`config.mk`:
```
export PLATFORM = sky130hd
export DESIGN_NAME = lvda_timing_gen
export DESIGN_NICKNAME = d
export VERILOG_FILES = /design/src/rtl/lvda_timing_gen.sv
export SDC_FILE = /design/constraint.sdc
export NUM_CORES = 1
export LEC_CHECK = 0
export ABC_AREA = 0
export CAP_MARGIN = 20
export CORE_MARGIN = 5
export CORE_UTILIZATION = 41
export CTS_CLUSTER_DIAMETER = 60
export CTS_CLUSTER_SIZE = 40
export DETAILED_ROUTE_END_ITERATION = 8
export PLACE_DENSITY_LB_ADDON = 0.2
export SLEW_MARGIN = 0
export SYNTH_ARGS = -nofsm -noshare
export SYNTH_HDL_FRONTEND = slang
export SYNTH_SLANG_ARGS = --single-unit
```
`constraint.sdc`:
```
create_clock -name SIM_CLK -period 1.7 [get_ports SIM_CLK]
set_input_delay 0.425 -clock SIM_CLK [delete_from_list [all_inputs] [get_ports SIM_CLK]]
set_output_delay 0.425 -clock SIM_CLK [all_outputs]
set_load 0.01 [all_outputs]
```
`src/rtl/lvda_timing_gen.sv`:
```
// LVDA master timing generator: four-phase W/X/Y/Z drive, bit-time and word-phase
// sequencing, with run / single-word-step control that always halts on a word boundary.
module lvda_timing_gen #(
    parameter int unsigned CLK_DIV = 1
) (
    input  logic       SIM_CLK,
    input  logic       SIM_RST,
    input  logic       RUN,
    input  logic       STEP,
    output logic       WDA,
    output logic       XDA,
    output logic       YDA,
    output logic       ZDA,
    output logic [3:0] BIT_TIME,
    output logic [1:0] PHASE,
    output logic       WORD_START,
    output logic       BUSY
);
    localparam logic [7:0] DIV_LAST   = 8'(CLK_DIV - 1);
    localparam logic [1:0] RING_W     = 2'd0;
    localparam logic [1:0] RING_Z     = 2'd3;
    localparam logic [3:0] BIT_LAST   = 4'd13;
    localparam logic [1:0] PHASE_LAST = 2'd2;

    typedef enum logic {
        ST_IDLE,
        ST_RUNNING
    } state_t;

    state_t     state_q;
    logic       step_mode_q;
    logic [7:0] div_cnt_q;
    logic [7:0] div_cnt_d;
    logic [1:0] ring_q;
    logic [1:0] ring_d;
    logic [3:0] bit_q;
    logic [3:0] bit_d;
    logic [1:0] phase_q;
    logic [1:0] phase_d;
    logic       word_end;
    logic       start_word;
    logic       continue_run;
    logic [3:0] drive_oh_q;
    logic [3:0] drive_oh_d;
    logic       word_start_q;
    logic       word_start_d;
    logic       busy_q;

    // Counter advance while running; word_end marks the Z->W edge that closes phase 2, bit 13.
    always_comb begin
        div_cnt_d = div_cnt_q + 8'd1;
        ring_d    = ring_q;
        bit_d     = bit_q;
        phase_d   = phase_q;
        word_end  = 1'b0;
        if (div_cnt_q == DIV_LAST) begin
            div_cnt_d = 8'd0;
            ring_d    = ring_q + 2'd1;
            if (ring_q == RING_Z) begin
                if (bit_q == BIT_LAST) begin
                    bit_d = 4'd0;
                    if (phase_q == PHASE_LAST) begin
                        phase_d  = 2'd0;
                        word_end = 1'b1;
                    end else begin
                        phase_d = phase_q + 2'd1;
                    end
                end else begin
                    bit_d = bit_q + 4'd1;
                end
            end
        end
    end

    assign start_word   = RUN | STEP;
    assign continue_run = RUN & ~step_mode_q;

    genvar gi;
    for (gi = 0; gi < 4; gi++) begin : g_drive
        assign drive_oh_d[gi] = (ring_d == 2'(gi));
    end

    assign word_start_d = (ring_d == RING_W) && (bit_d == 4'd0) && (phase_d == 2'd0);

    always_ff @(posedge SIM_CLK) begin
        if (SIM_RST) begin
            state_q      <= ST_IDLE;
            step_mode_q  <= 1'b0;
            div_cnt_q    <= 8'd0;
            ring_q       <= RING_W;
            bit_q        <= 4'd0;
            phase_q      <= 2'd0;
            drive_oh_q   <= 4'd0;
            word_start_q <= 1'b0;
            busy_q       <= 1'b0;
        end else begin
            case (state_q)
                ST_IDLE: begin
                    if (start_word) begin
                        state_q      <= ST_RUNNING;
                        step_mode_q  <= ~RUN;
                        div_cnt_q    <= 8'd0;
                        ring_q       <= RING_W;
                        bit_q        <= 4'd0;
                        phase_q      <= 2'd0;
                        drive_oh_q   <= 4'b0001;
                        word_start_q <= 1'b1;
                        busy_q       <= 1'b1;
                    end
                end
                ST_RUNNING: begin
                    if (word_end && !continue_run) begin
                        state_q      <= ST_IDLE;
                        step_mode_q  <= 1'b0;
                        div_cnt_q    <= 8'd0;
                        ring_q       <= RING_W;
                        bit_q        <= 4'd0;
                        phase_q      <= 2'd0;
                        drive_oh_q   <= 4'd0;
                        word_start_q <= 1'b0;
                        busy_q       <= 1'b0;
                    end else begin
                        // On a continuing word_end the _d counters are already all zero (W, bit 0, phase 0).
                        div_cnt_q    <= div_cnt_d;
                        ring_q       <= ring_d;
                        bit_q        <= bit_d;
                        phase_q      <= phase_d;
                        drive_oh_q   <= drive_oh_d;
                        word_start_q <= word_start_d;
                        busy_q       <= 1'b1;
                    end
                end
                default: state_q <= ST_IDLE;
            endcase
        end
    end

    assign WDA        = drive_oh_q[0];
    assign XDA        = drive_oh_q[1];
    assign YDA        = drive_oh_q[2];
    assign ZDA        = drive_oh_q[3];
    assign BIT_TIME   = bit_q;
    assign PHASE      = phase_q;
    assign WORD_START = word_start_q;
    assign BUSY       = busy_q;

endmodule

```
Word level (Yosys, flattened, before mapping)
Index checks and enable logic that the tools add are counted.
{"block": "op_classes", "add_sub_neg": 4, "n_eq_ne": 8, "mux": 37, "bitwise": 5, "reduce_logical": 9}
{"op": "$mux W4", "count": 7}
{"op": "$mux W8", "count": 3}
{"op": "$mux W2", "count": 8}
{"op": "$pmux W4 S2", "count": 2}
{"op": "$pmux W8 S2", "count": 1}
{"op": "$mux W1", "count": 10}
{"op": "$add A8 B1 Y8 const B", "count": 1}
{"op": "$eq A2 B2 Y1 const B", "count": 4}
{"op": "$logic_not A8 Y1", "count": 1}
{"op": "$pmux W1 S2", "count": 4}
{"op": "$pmux W2 S2", "count": 2}
{"op": "$add A2 B1 Y2 const B", "count": 2}
{"op": "$add A4 B1 Y4 const B", "count": 1}
{"op": "$eq A4 B4 Y1 const B", "count": 1}
{"op": "$logic_not A2 Y1", "count": 2}
{"op": "$logic_not A4 Y1", "count": 1}
{"op": "$logic_and A1 B1 Y1", "count": 3}
{"op": "$not A1 Y1", "count": 3}
{"op": "$eq A2 B1 Y1 const B", "count": 1}
{"op": "$ne A2 B1 Y1 const B", "count": 1}
{"op": "$ne A2 B2 Y1 const B", "count": 1}
{"op": "$reduce_and A2 Y1", "count": 1}
{"op": "$and A1 B1 Y1", "count": 1}
{"op": "$logic_not A1 Y1", "count": 1}
{"op": "$or A1 B1 Y1", "count": 1}
{"block": "totals", "register_bits": 24, "inputBits": 4, "out_inout_bits": 12, "word_cells": 72}

Longest topological paths before layout
Gate-level depths: netlist of the first run.
{"block": "logic_depth", "word_depth": 9, "mapped_depth": 8, "ltp_nobuf": 7}

Worst setup path after synthesis of the first run
Ideal clock, no wire load.
{"block": "synth_path", "kind": "reg-to-reg", "from": "reg div_cnt_q[0]", "to": "reg word_start_q, in the netlist WORD_START", "setup_ns": 0.096, "t_arrival_ns": 1.718, "required_ns": 1.604, "path_slack_ns": -0.114, "path_stages_with_launch": 9, "n_path_buf": 1, "period_less_slack_ns": 1.814, "path_cell_list": "dfxtp_1 > inv_1 > ha_1 > nor4b_1 > and4_1 > buf_6 > a2111oi_4 > a31oi_1 > o41ai_2"}
{"block": "synth_between", "elab_chain_cells": 7, "word_cells_on_any_way": 13, "cone_classes": "mux (6); reduce/logical (7)"}
{"item": "from (decl)", "line": "32", "text": "logic [7:0] div_cnt_q;"}
{"item": "from (signal assigned)", "line": "124", "text": "div_cnt_q <= div_cnt_d;"}
{"item": "$logic_not A8 Y1 (*)", "line": "56", "text": "if (div_cnt_q == DIV_LAST) begin"}
{"item": "$mux W4 / $mux W2 (equally long branches)", "line": "56"}
{"item": "$logic_not A4 Y1 / $logic_not A2 Y1 (equally long branches)", "line": "83", "text": "assign word_start_d = (ring_d == RING_W) && (bit_d == 4'd0) && (phase_d == 2'd0);"}
{"item": "$logic_and A1 B1 Y1 (2 in series)", "line": "83"}
{"item": "$mux W1 (*)", "line": "112", "text": "if (word_end && !continue_run) begin"}
{"item": "$pmux W1 S2 (*)", "line": "97", "text": "case (state_q)"}
{"item": "to (signal assigned)", "line": "129", "text": "word_start_q <= word_start_d;"}
{"item": "to (decl)", "line": "45", "text": "logic word_start_q;"}
Every way passes the cells marked *; elsewhere a longest branch is shown, timed or not.
A chain may end at the register's enable or synchronous reset.

Worst setup path in the final report of the first run
Same ends and word-level chain as after synthesis.

==> flow_results.xml, run 1 <==
<?xml version="1.0" encoding="UTF-8"?>
<metrics>
  <group name="setup_path">
    <metric name="critical_path.endpoint" unit="">WORD_START</metric>
    <metric name="worst_r2r_path_depth" unit="">7</metric>
    <metric name="timing.rr.end" unit="">WORD_START</metric>
    <metric name="rr_startpoint" unit="">div_cnt_q[0]</metric>
    <metric name="critical-path-max-stage-delay" unit="ns">0.50</metric>
    <metric name="critical_path_s_slowest_cell" unit="">sky130_fd_sc_hd__or4b_4</metric>
    <metric name="path_buf_inv" unit="">1</metric>
    <metric name="critPathArrivalTime" unit="ns">2.02</metric>
    <metric name="path_delay_family" unit="">simple AND/OR/NAND/NOR gates</metric>
    <metric name="worst_setup_path_start_kind" unit="">flip-flop</metric>
    <metric name="worstSetupEndpointType" unit="">flip-flop</metric>
    <metric name="path_cells" unit="">inv_2 -&gt; ha_4 -&gt; or4b_4 -&gt; nor2_4 -&gt; nand2_2 -&gt; mux2i_1 -&gt; o41ai_2</metric>
    <metric name="worstPathRequired" unit="ns">1.93</metric>
    <metric name="path_max_fanout" unit="">4</metric>
    <metric name="criticalPathCategory" unit="">reg2reg</metric>
    <metric name="logic_depth_of_the_worst_setup_path_including_buffers" unit="">7</metric>
    <metric name="worstSetupStartpoint" unit="">div_cnt_q[0]</metric>
    <metric name="register_to_register_setup_slack" unit="ns">-0.09</metric>
  </group>
  <group name="timing">
    <metric name="finalClockSkew" unit="ns">0.009546</metric>
    <metric name="worst-slew-pin-transition" unit="ns">0.6320</metric>
    <metric name="finalSetupTns" unit="ns">-0.3357</metric>
    <metric name="post-route-worst-setup-slack" unit="ns">-0.08821</metric>
    <metric name="finalMaxSlewViolations" unit="">0</metric>
    <metric name="hold-worst-slack" unit="ns">0.4785</metric>
    <metric name="fin_crit" unit="ns">1.788</metric>
    <metric name="period_utilisation_layout" unit="%">105.2</metric>
    <metric name="clock.fmax" unit="MHz">559.2</metric>
    <metric name="rsz0062_at_grt" unit="">true</metric>
    <metric name="setup_viol" unit="">9</metric>
    <metric name="hold_violations" unit="">0</metric>
    <metric name="slew-limit-headroom" unit="%">57.71</metric>
  </group>
  <group name="drt">
    <metric name="drc" unit="">0</metric>
    <metric name="drt-wirelength-per-cell" unit="um">13.56</metric>
    <metric name="drt_iter0_markers" unit="">57</metric>
    <metric name="drtAntennaViolNets" unit="">0</metric>
    <metric name="postRouteWirelength" unit="um">3160</metric>
    <metric name="vias" unit="">1282</metric>
    <metric name="firstDrtPassIters" unit="">4</metric>
    <metric name="via_per_inst" unit="">5.502</metric>
  </group>
  <group name="yosys">
    <metric name="post_synthesis_area_per_instance" unit="um2">8.177</metric>
    <metric name="synth.top_cells.by_area" unit="">sky130_fd_sc_hd__dfxtp_1 (38%), sky130_fd_sc_hd__o21ai_0 (9.9%), sky130_fd_sc_hd__nand2_1 (4.7%), sky130_fd_sc_hd__nor2_1 (4.1%), sky130_fd_sc_hd__a21oi_1 (3.2%)</metric>
    <metric name="number_of_flops_mapped_to_enable_cells_by_yosys" unit="">0</metric>
    <metric name="netlist.top_cell.by_area" unit="">sky130_fd_sc_hd__dfxtp_1</metric>
    <metric name="seq_area_frac_synth" unit="%">37.91</metric>
    <metric name="asyncSetResetFlopFracSynth" unit="%">0</metric>
    <metric name="synth-main-ff-cell" unit="">sky130_fd_sc_hd__dfxtp_1</metric>
    <metric name="netlist_instances" unit="">155</metric>
    <metric name="synth_nets" unit="">162</metric>
    <metric name="ys_ff_latch" unit="">24</metric>
    <metric name="synth.cell_area" unit="um2">1267</metric>
    <metric name="synth_cell_types" unit="">42</metric>
    <metric name="yosysWarnings" unit="">0</metric>
    <metric name="post-synth-top-area-fraction" unit="%">37.91</metric>
  </group>
  <group name="outcome">
    <metric name="outcome" unit="">complete, but fails checks</metric>
    <metric name="failed_checks" unit="">setup timing</metric>
  </group>
  <group name="layout">
    <metric name="final.fill_count" unit="">259</metric>
    <metric name="layout_commonest_cell" unit="">sky130_fd_sc_hd__buf_4</metric>
    <metric name="syn_to_final_growth" unit="%">51.04</metric>
    <metric name="finalCoreUtilization" unit="%">63.75</metric>
    <metric name="layout.cells.most_common_list" unit="">sky130_fd_sc_hd__buf_4 (29), sky130_fd_sc_hd__dfxtp_1 (17), sky130_fd_sc_hd__nand2_1 (14)</metric>
    <metric name="fraction_of_layout_instances_using_a_drive_strength_above_1" unit="%">38.50</metric>
    <metric name="insertedDiodeCount" unit="">0</metric>
    <metric name="finalNetCount" unit="">209</metric>
    <metric name="finish.cell_count_without_fillers" unit="">233</metric>
  </group>
  <group name="clocking">
    <metric name="clock_sink_count" unit="">24</metric>
    <metric name="clockRootBuffer" unit="">sky130_fd_sc_hd__clkbuf_4</metric>
    <metric name="tritoncts" unit="">built</metric>
    <metric name="max-clock-path-buffers" unit="">2</metric>
    <metric name="clock_tree.htree_level_count" unit="">1</metric>
    <metric name="tritoncts_buffer_count" unit="">3</metric>
    <metric name="clk_latency" unit="ns">0.31</metric>
    <metric name="cts_hold_buf" unit="">0</metric>
    <metric name="clkTransAtPathRegs" unit="ns">0.13</metric>
  </group>
  <group name="placement">
    <metric name="routabilityCongestion" unit="">0.8800</metric>
    <metric name="port_buffers" unit="">15</metric>
    <metric name="dpl.cell_count" unit="">224</metric>
    <metric name="place.detailed.hpwl" unit="um">2248</metric>
  </group>
  <group name="hold_path">
    <metric name="min_delay_src" unit="">drive_oh_q[1]</metric>
    <metric name="holdCritPathClass" unit="">reg2reg</metric>
  </group>
  <group name="floorplan">
    <metric name="die_area" unit="um2">4303</metric>
    <metric name="coreArea" unit="um2">3003</metric>
    <metric name="top_level_ports" unit="">16</metric>
    <metric name="die_h" unit="um">65.60</metric>
    <metric name="floorplan.die.width" unit="um">65.60</metric>
    <metric name="placement_rows" unit="">20</metric>
    <metric name="starting_density_of_the_core" unit="%">42.21</metric>
  </group>
  <group name="flow_run">
    <metric name="cap_violations" unit="">0</metric>
  </group>
  <group name="global_route">
    <metric name="grt_remaining_overflow" unit="">0</metric>
    <metric name="initial_antenna_violation_count" unit="">0</metric>
    <metric name="track_usage" unit="%">15.48</metric>
    <metric name="grt_pass1_wl" unit="um">5368</metric>
    <metric name="maximum_number_of_pins_on_one_net_before_global_route_repair" unit="">13</metric>
    <metric name="first_global_vias" unit="">1205</metric>
  </group>
  <group name="pwr">
    <metric name="ir_worst_vdd" unit="mV">0.2811</metric>
    <metric name="power_per_cell_area" unit="nW/um2">519.1</metric>
    <metric name="leakagePower" unit="nW">0.8027</metric>
    <metric name="p_total" unit="uW">993.6</metric>
  </group>
</metrics>
==> where the power goes <==
| part | leakage, nW | internal, mW | switching, mW |
|---|---|---|---|
| clock network | 0.0138 | 0.0828 | 0.169 |
| registers | 0.199 | 0.575 | 0.0123 |
| logic | 0.590 | 0.0782 | 0.0760 |
==> cells by family (layout without fill, tap and decap cells) <==
kind of cell,after synthesis,count (layout),synth area share [%]
muxes,3,3,2.369
adders and majority gates,3,3,2.962
xor gates and xnor gates,3,3,2.073
AOI/OAI and AO/OA,50,50,25.67
and+or+nand+nor,58,58,24.09
buffers and inverters,14,59,4.936
DFF,24,24,37.91
==> state kept, by name, indices dropped and copies added (netlist names) <==
register and count:
div_cnt_q 8, BIT_TIME 4, drive_oh_q 4, PHASE 2
ring_q 2, BUSY 1, WORD_START 1, state_q 1
step_mode_q 1
==> worst min path at each step <==
stage / to / slack [ns] / depth (start not counted)
3_5_place_dp: drive_oh_q[3] / 0.48 / 1
4_1_cts: drive_oh_q[1] / 0.49 / 2
2_1_floorplan: div_cnt_q[2] / 0.48 / 1
3_3_place_gp: drive_oh_q[1] / 0.45 / 2
6_report: drive_oh_q[1] / 0.48 / 2
5_1_grt: drive_oh_q[1] / 0.53 / 2
==> stage by stage <==
step / area (um2) / setup slack [ns]
2_1_floorplan: 1287 / 0.005424
3_3_place_gp: 1665 / -0.1509
3_5_place_dp: 1665 / -0.1792
4_1_cts: 1753 / -0.07681
5_1_grt: 1914 / -0.1959
6_report: 1914 / -0.08821
==> layer usage <==
metal / global-route usage [%] / share of wire (%) / vias to the layer above
li1: - / - / 650
met1: 21.21 / 50 / 601
met2: 25.16 / 46 / 29
met3: 2.222 / 3.5 / 2
met4: 4.404 / 0.47 / 0
met5: 0 / 0 / -
==> worst register-to-register path, cell delays in order (launching register included) <==
cell	delay (ns)
sky130_fd_sc_hd__dfxtp_2	0.35
sky130_fd_sc_hd__inv_2	0.07
sky130_fd_sc_hd__ha_4	0.13
sky130_fd_sc_hd__or4b_4	0.50
sky130_fd_sc_hd__nor2_4	0.19
sky130_fd_sc_hd__nand2_2	0.08
sky130_fd_sc_hd__mux2i_1	0.13
sky130_fd_sc_hd__o41ai_2	0.27
==> cell type report <==
class	count	area, um2	share of cell area [%]
sequential	24	494.2	25.82
clock buffer	3	22.52	1.176
timing repair buffer	49	447.9	23.40
tap	33	41.29	2.157
multi-input combinational	117	882.1	46.08
inverter	7	26.28	1.373
==> Yosys cell counts, drive strengths merged, types with 2 or more instances <==
cell	instances
nand2	16
or3	2
a21oi	8
nand3	2
clkbuf	4
inv	7
a22o	3
buf	3
nor3	5
nand3b	2
nor2	15
and3	4
ha	3
mux2i	3
dfxtp	24
nand2b	3
a31oi	3
xnor2	2
o31ai	3
o21ai	26
nor4	2
==> repair_timing <==
action,CTS,global route
hold endpoints to repair,0,0
gates resized for setup,19,40
endpoints found under the setup margin,20,25
setup buffers,3,4
pin swaps,6,19
(Power assumes the default switching activity.)
==> inputs of run 2 (changes only) <==
GPL_ROUTABILITY_DRIVEN = 0   (was unset)
==> results of run 2 <==
The final DEF is identical to that of run 1; final timing and power are the same.
==> inputs of run 3 (changes only) <==
CORE_UTILIZATION = 30   (was 41)
GPL_TIMING_DRIVEN = 0   (was unset)
==> run 3 against run 2 <==
Effect of this change:
- the run still ends with setup timing left
- register-to-register slack gained 0.02 ns
- critical path depth is the same
- hold slack lost 0.0091 ns
- wire length shrank 3.6%
- critical path type unchanged
- largest power group unchanged
- highest routed layer unchanged
==> flow_results.xml, run 3 (synthesis results as in run 1) <==
<?xml version="1.0" encoding="UTF-8"?>
<metrics>
  <group name="timing">
    <metric name="worst-slew-pin-transition" unit="ns">0.4512</metric>
    <metric name="period_utilisation_layout" unit="%">104.2</metric>
    <metric name="slew-limit-headroom" unit="%">69.74</metric>
    <metric name="setup_viol" unit="">3</metric>
    <metric name="post-route-worst-setup-slack" unit="ns">-0.07117</metric>
    <metric name="finalSetupTns" unit="ns">-0.1081</metric>
    <metric name="fin_crit" unit="ns">1.771</metric>
    <metric name="finalMaxSlewViolations" unit="">0</metric>
    <metric name="rsz0062_at_grt" unit="">true</metric>
    <metric name="clock.fmax" unit="MHz">564.6</metric>
    <metric name="hold_violations" unit="">0</metric>
    <metric name="finalClockSkew" unit="ns">0.004193</metric>
  </group>
  <group name="hold_path">
    <metric name="holdCritPathClass" unit="">reg2reg</metric>
    <metric name="min_delay_src" unit="">drive_oh_q[1]</metric>
    <metric name="min_to" unit="">drive_oh_q[1]</metric>
    <metric name="min_delay_path_depth" unit="">2</metric>
  </group>
  <group name="clocking">
    <metric name="cts_hold_buf" unit="">0</metric>
    <metric name="clock_sink_count" unit="">24</metric>
    <metric name="tritoncts_buffer_count" unit="">3</metric>
    <metric name="clock_tree.htree_level_count" unit="">1</metric>
    <metric name="max-clock-path-buffers" unit="">2</metric>
    <metric name="tritoncts" unit="">built</metric>
    <metric name="clkTransAtPathRegs" unit="ns">0.09</metric>
    <metric name="clockRootBuffer" unit="">sky130_fd_sc_hd__clkbuf_8</metric>
    <metric name="clk_latency" unit="ns">0.27</metric>
  </group>
  <group name="outcome">
    <metric name="outcome" unit="">complete, but fails checks</metric>
    <metric name="failed_checks" unit="">setup timing</metric>
  </group>
  <group name="pwr">
    <metric name="p_total" unit="mW">1.055</metric>
    <metric name="ir_worst_vdd" unit="mV">0.3404</metric>
    <metric name="power_per_cell_area" unit="nW/um2">631.7</metric>
    <metric name="leakagePower" unit="nW">0.6136</metric>
  </group>
  <group name="global_route">
    <metric name="grt_remaining_overflow" unit="">0</metric>
    <metric name="first_global_vias" unit="">1086</metric>
    <metric name="initial_antenna_violation_count" unit="">0</metric>
    <metric name="grt_pass1_wl" unit="um">5016</metric>
    <metric name="maximum_number_of_pins_on_one_net_before_global_route_repair" unit="">13</metric>
    <metric name="track_usage" unit="%">11.38</metric>
  </group>
  <group name="setup_path">
    <metric name="path_buf_inv" unit="">1</metric>
    <metric name="worst_setup_path_start_kind" unit="">flip-flop</metric>
    <metric name="register_to_register_setup_slack" unit="ns">-0.07</metric>
    <metric name="critical_path_s_slowest_cell" unit="">sky130_fd_sc_hd__or4b_4</metric>
    <metric name="rr_startpoint" unit="">div_cnt_q[0]</metric>
    <metric name="path_cells" unit="">inv_2 -&gt; ha_4 -&gt; or4b_4 -&gt; nor2_4 -&gt; nand2_2 -&gt; mux2i_2 -&gt; o41ai_2</metric>
    <metric name="path_max_fanout" unit="">3</metric>
    <metric name="timing.rr.end" unit="">WORD_START</metric>
    <metric name="worst_r2r_path_depth" unit="">7</metric>
    <metric name="criticalPathCategory" unit="">reg2reg</metric>
    <metric name="worstSetupEndpointType" unit="">flip-flop</metric>
    <metric name="path_delay_family" unit="">simple AND/OR/NAND/NOR gates</metric>
    <metric name="critical-path-max-stage-delay" unit="ns">0.51</metric>
    <metric name="worstPathRequired" unit="ns">1.88</metric>
    <metric name="critPathArrivalTime" unit="ns">1.95</metric>
  </group>
  <group name="drt">
    <metric name="drt-wirelength-per-cell" unit="um">13.13</metric>
    <metric name="vias" unit="">1207</metric>
    <metric name="drc" unit="">0</metric>
    <metric name="drt_iter0_markers" unit="">59</metric>
    <metric name="drtAntennaViolNets" unit="">0</metric>
    <metric name="firstDrtPassIters" unit="">4</metric>
    <metric name="via_per_inst" unit="">5.203</metric>
    <metric name="postRouteWirelength" unit="um">3046</metric>
  </group>
  <group name="placement">
    <metric name="detailedPlace.worstSlack" unit="ns">-0.7252</metric>
    <metric name="place.detailed.hpwl" unit="um">2124</metric>
    <metric name="port_buffers" unit="">13</metric>
  </group>
  <group name="layout">
    <metric name="insertedDiodeCount" unit="">0</metric>
    <metric name="finalNetCount" unit="">191</metric>
    <metric name="final-seq-area" unit="um2">488.0</metric>
    <metric name="fraction_of_layout_instances_using_a_drive_strength_above_1" unit="%">25.27</metric>
    <metric name="layout_commonest_cell" unit="">sky130_fd_sc_hd__o21ai_0</metric>
    <metric name="final.fill_count" unit="">414</metric>
    <metric name="largest_register_ffs" unit="">8</metric>
    <metric name="regMostFlops" unit="">div_cnt_q</metric>
    <metric name="multi_input_area" unit="um2">803.3</metric>
    <metric name="syn_to_final_growth" unit="%">31.79</metric>
    <metric name="layout.cells.most_common_list" unit="">sky130_fd_sc_hd__o21ai_0 (19), sky130_fd_sc_hd__dfxtp_1 (18), sky130_fd_sc_hd__nand2_1 (14)</metric>
  </group>
  <group name="floorplan">
    <metric name="die_h" unit="um">75</metric>
    <metric name="coreArea" unit="um2">4058</metric>
    <metric name="top_level_ports" unit="">16</metric>
    <metric name="floorplan.die.width" unit="um">75</metric>
    <metric name="starting_density_of_the_core" unit="%">31.24</metric>
    <metric name="die_area" unit="um2">5625</metric>
    <metric name="placement_rows" unit="">23</metric>
  </group>
  <group name="flow_run">
    <metric name="cap_violations" unit="">0</metric>
  </group>
</metrics>
## run 3: cell types whose count changed in the layout (fill, tap and decap cells not counted), sizes merged
cell,before,now
clkdlybuf4s50,11,13
dlygate4sd2,1,0
dlymetal6s2s,3,0
clkbuf,3,7
buf,34,14
## run 3: layout make-up
class | instances | area share, %
flip-flops and latches | 24 | 29.21
multi-input cells | 117 | 48.09
plain buffers | 7 | 2.172
clock buffers | 3 | 2.472
repair buffers | 24 | 12.73
inverters | 7 | 1.573
well taps | 50 | 3.745
## run 3: routing by layer
| metal | global-route usage [%] | up-vias | part of all wire [%] |
|---|---|---|---|
| met5 | 0 | - | 0 |
| met2 | 19.25 | 13 | 48 |
| met3 | 2.003 | 4 | 2.8 |
| met4 | 3.557 | 0 | 0.98 |
| met1 | 14.69 | 578 | 48 |
| li1 | - | 612 | - |
## run 3: stage by stage
stage,hold WS (ns),instance area [um2],util (%),cells
floorplan,0.4762,1287,-,155
global placement,0.4684,1480,36.48,218
detailed placement,0.4663,1480,36.48,218
CTS,0.4927,1620,39.93,228
global route,0.5045,1670,41.17,232
finish,0.4695,1670,41.17,232
## run 3: timing repair
action | in CTS | in global routing
pin swaps | 4 | 6
buffers inserted | 7 | 4
setup endpoints to repair | 26 | 24
endpoints found under the hold margin | 0 | 0
gates resized for setup | 16 | 10
## run 3: tightest hold or removal path: cells and delay by family (launching register included)
| kind | cells | cell delay, ns |
|---|---|---|
| compound gates | 1 | 0.05 |
| simple gates | 1 | 0.06 |
| flops | 1 | 0.32 |
## run 3: worst max-delay path by stage
stage                 start          to  cells past startpoint
5_1_grt        div_cnt_q[0]  WORD_START                      7
6_report       div_cnt_q[0]  WORD_START                      7
4_1_cts        div_cnt_q[1]  WORD_START                      7
2_1_floorplan  div_cnt_q[0]  WORD_START                      8
3_3_place_gp           STEP    PHASE[0]                      5
3_5_place_dp           STEP   ring_q[0]                      5
## run 3: report_power, final
| group | internal (mW) | switching [mW] |
|---|---|---|
| sequential | 0.578 | 0.00893 |
| combinational | 0.0564 | 0.0710 |
| clock | 0.159 | 0.182 |
| total | 0.793 | 0.262 |
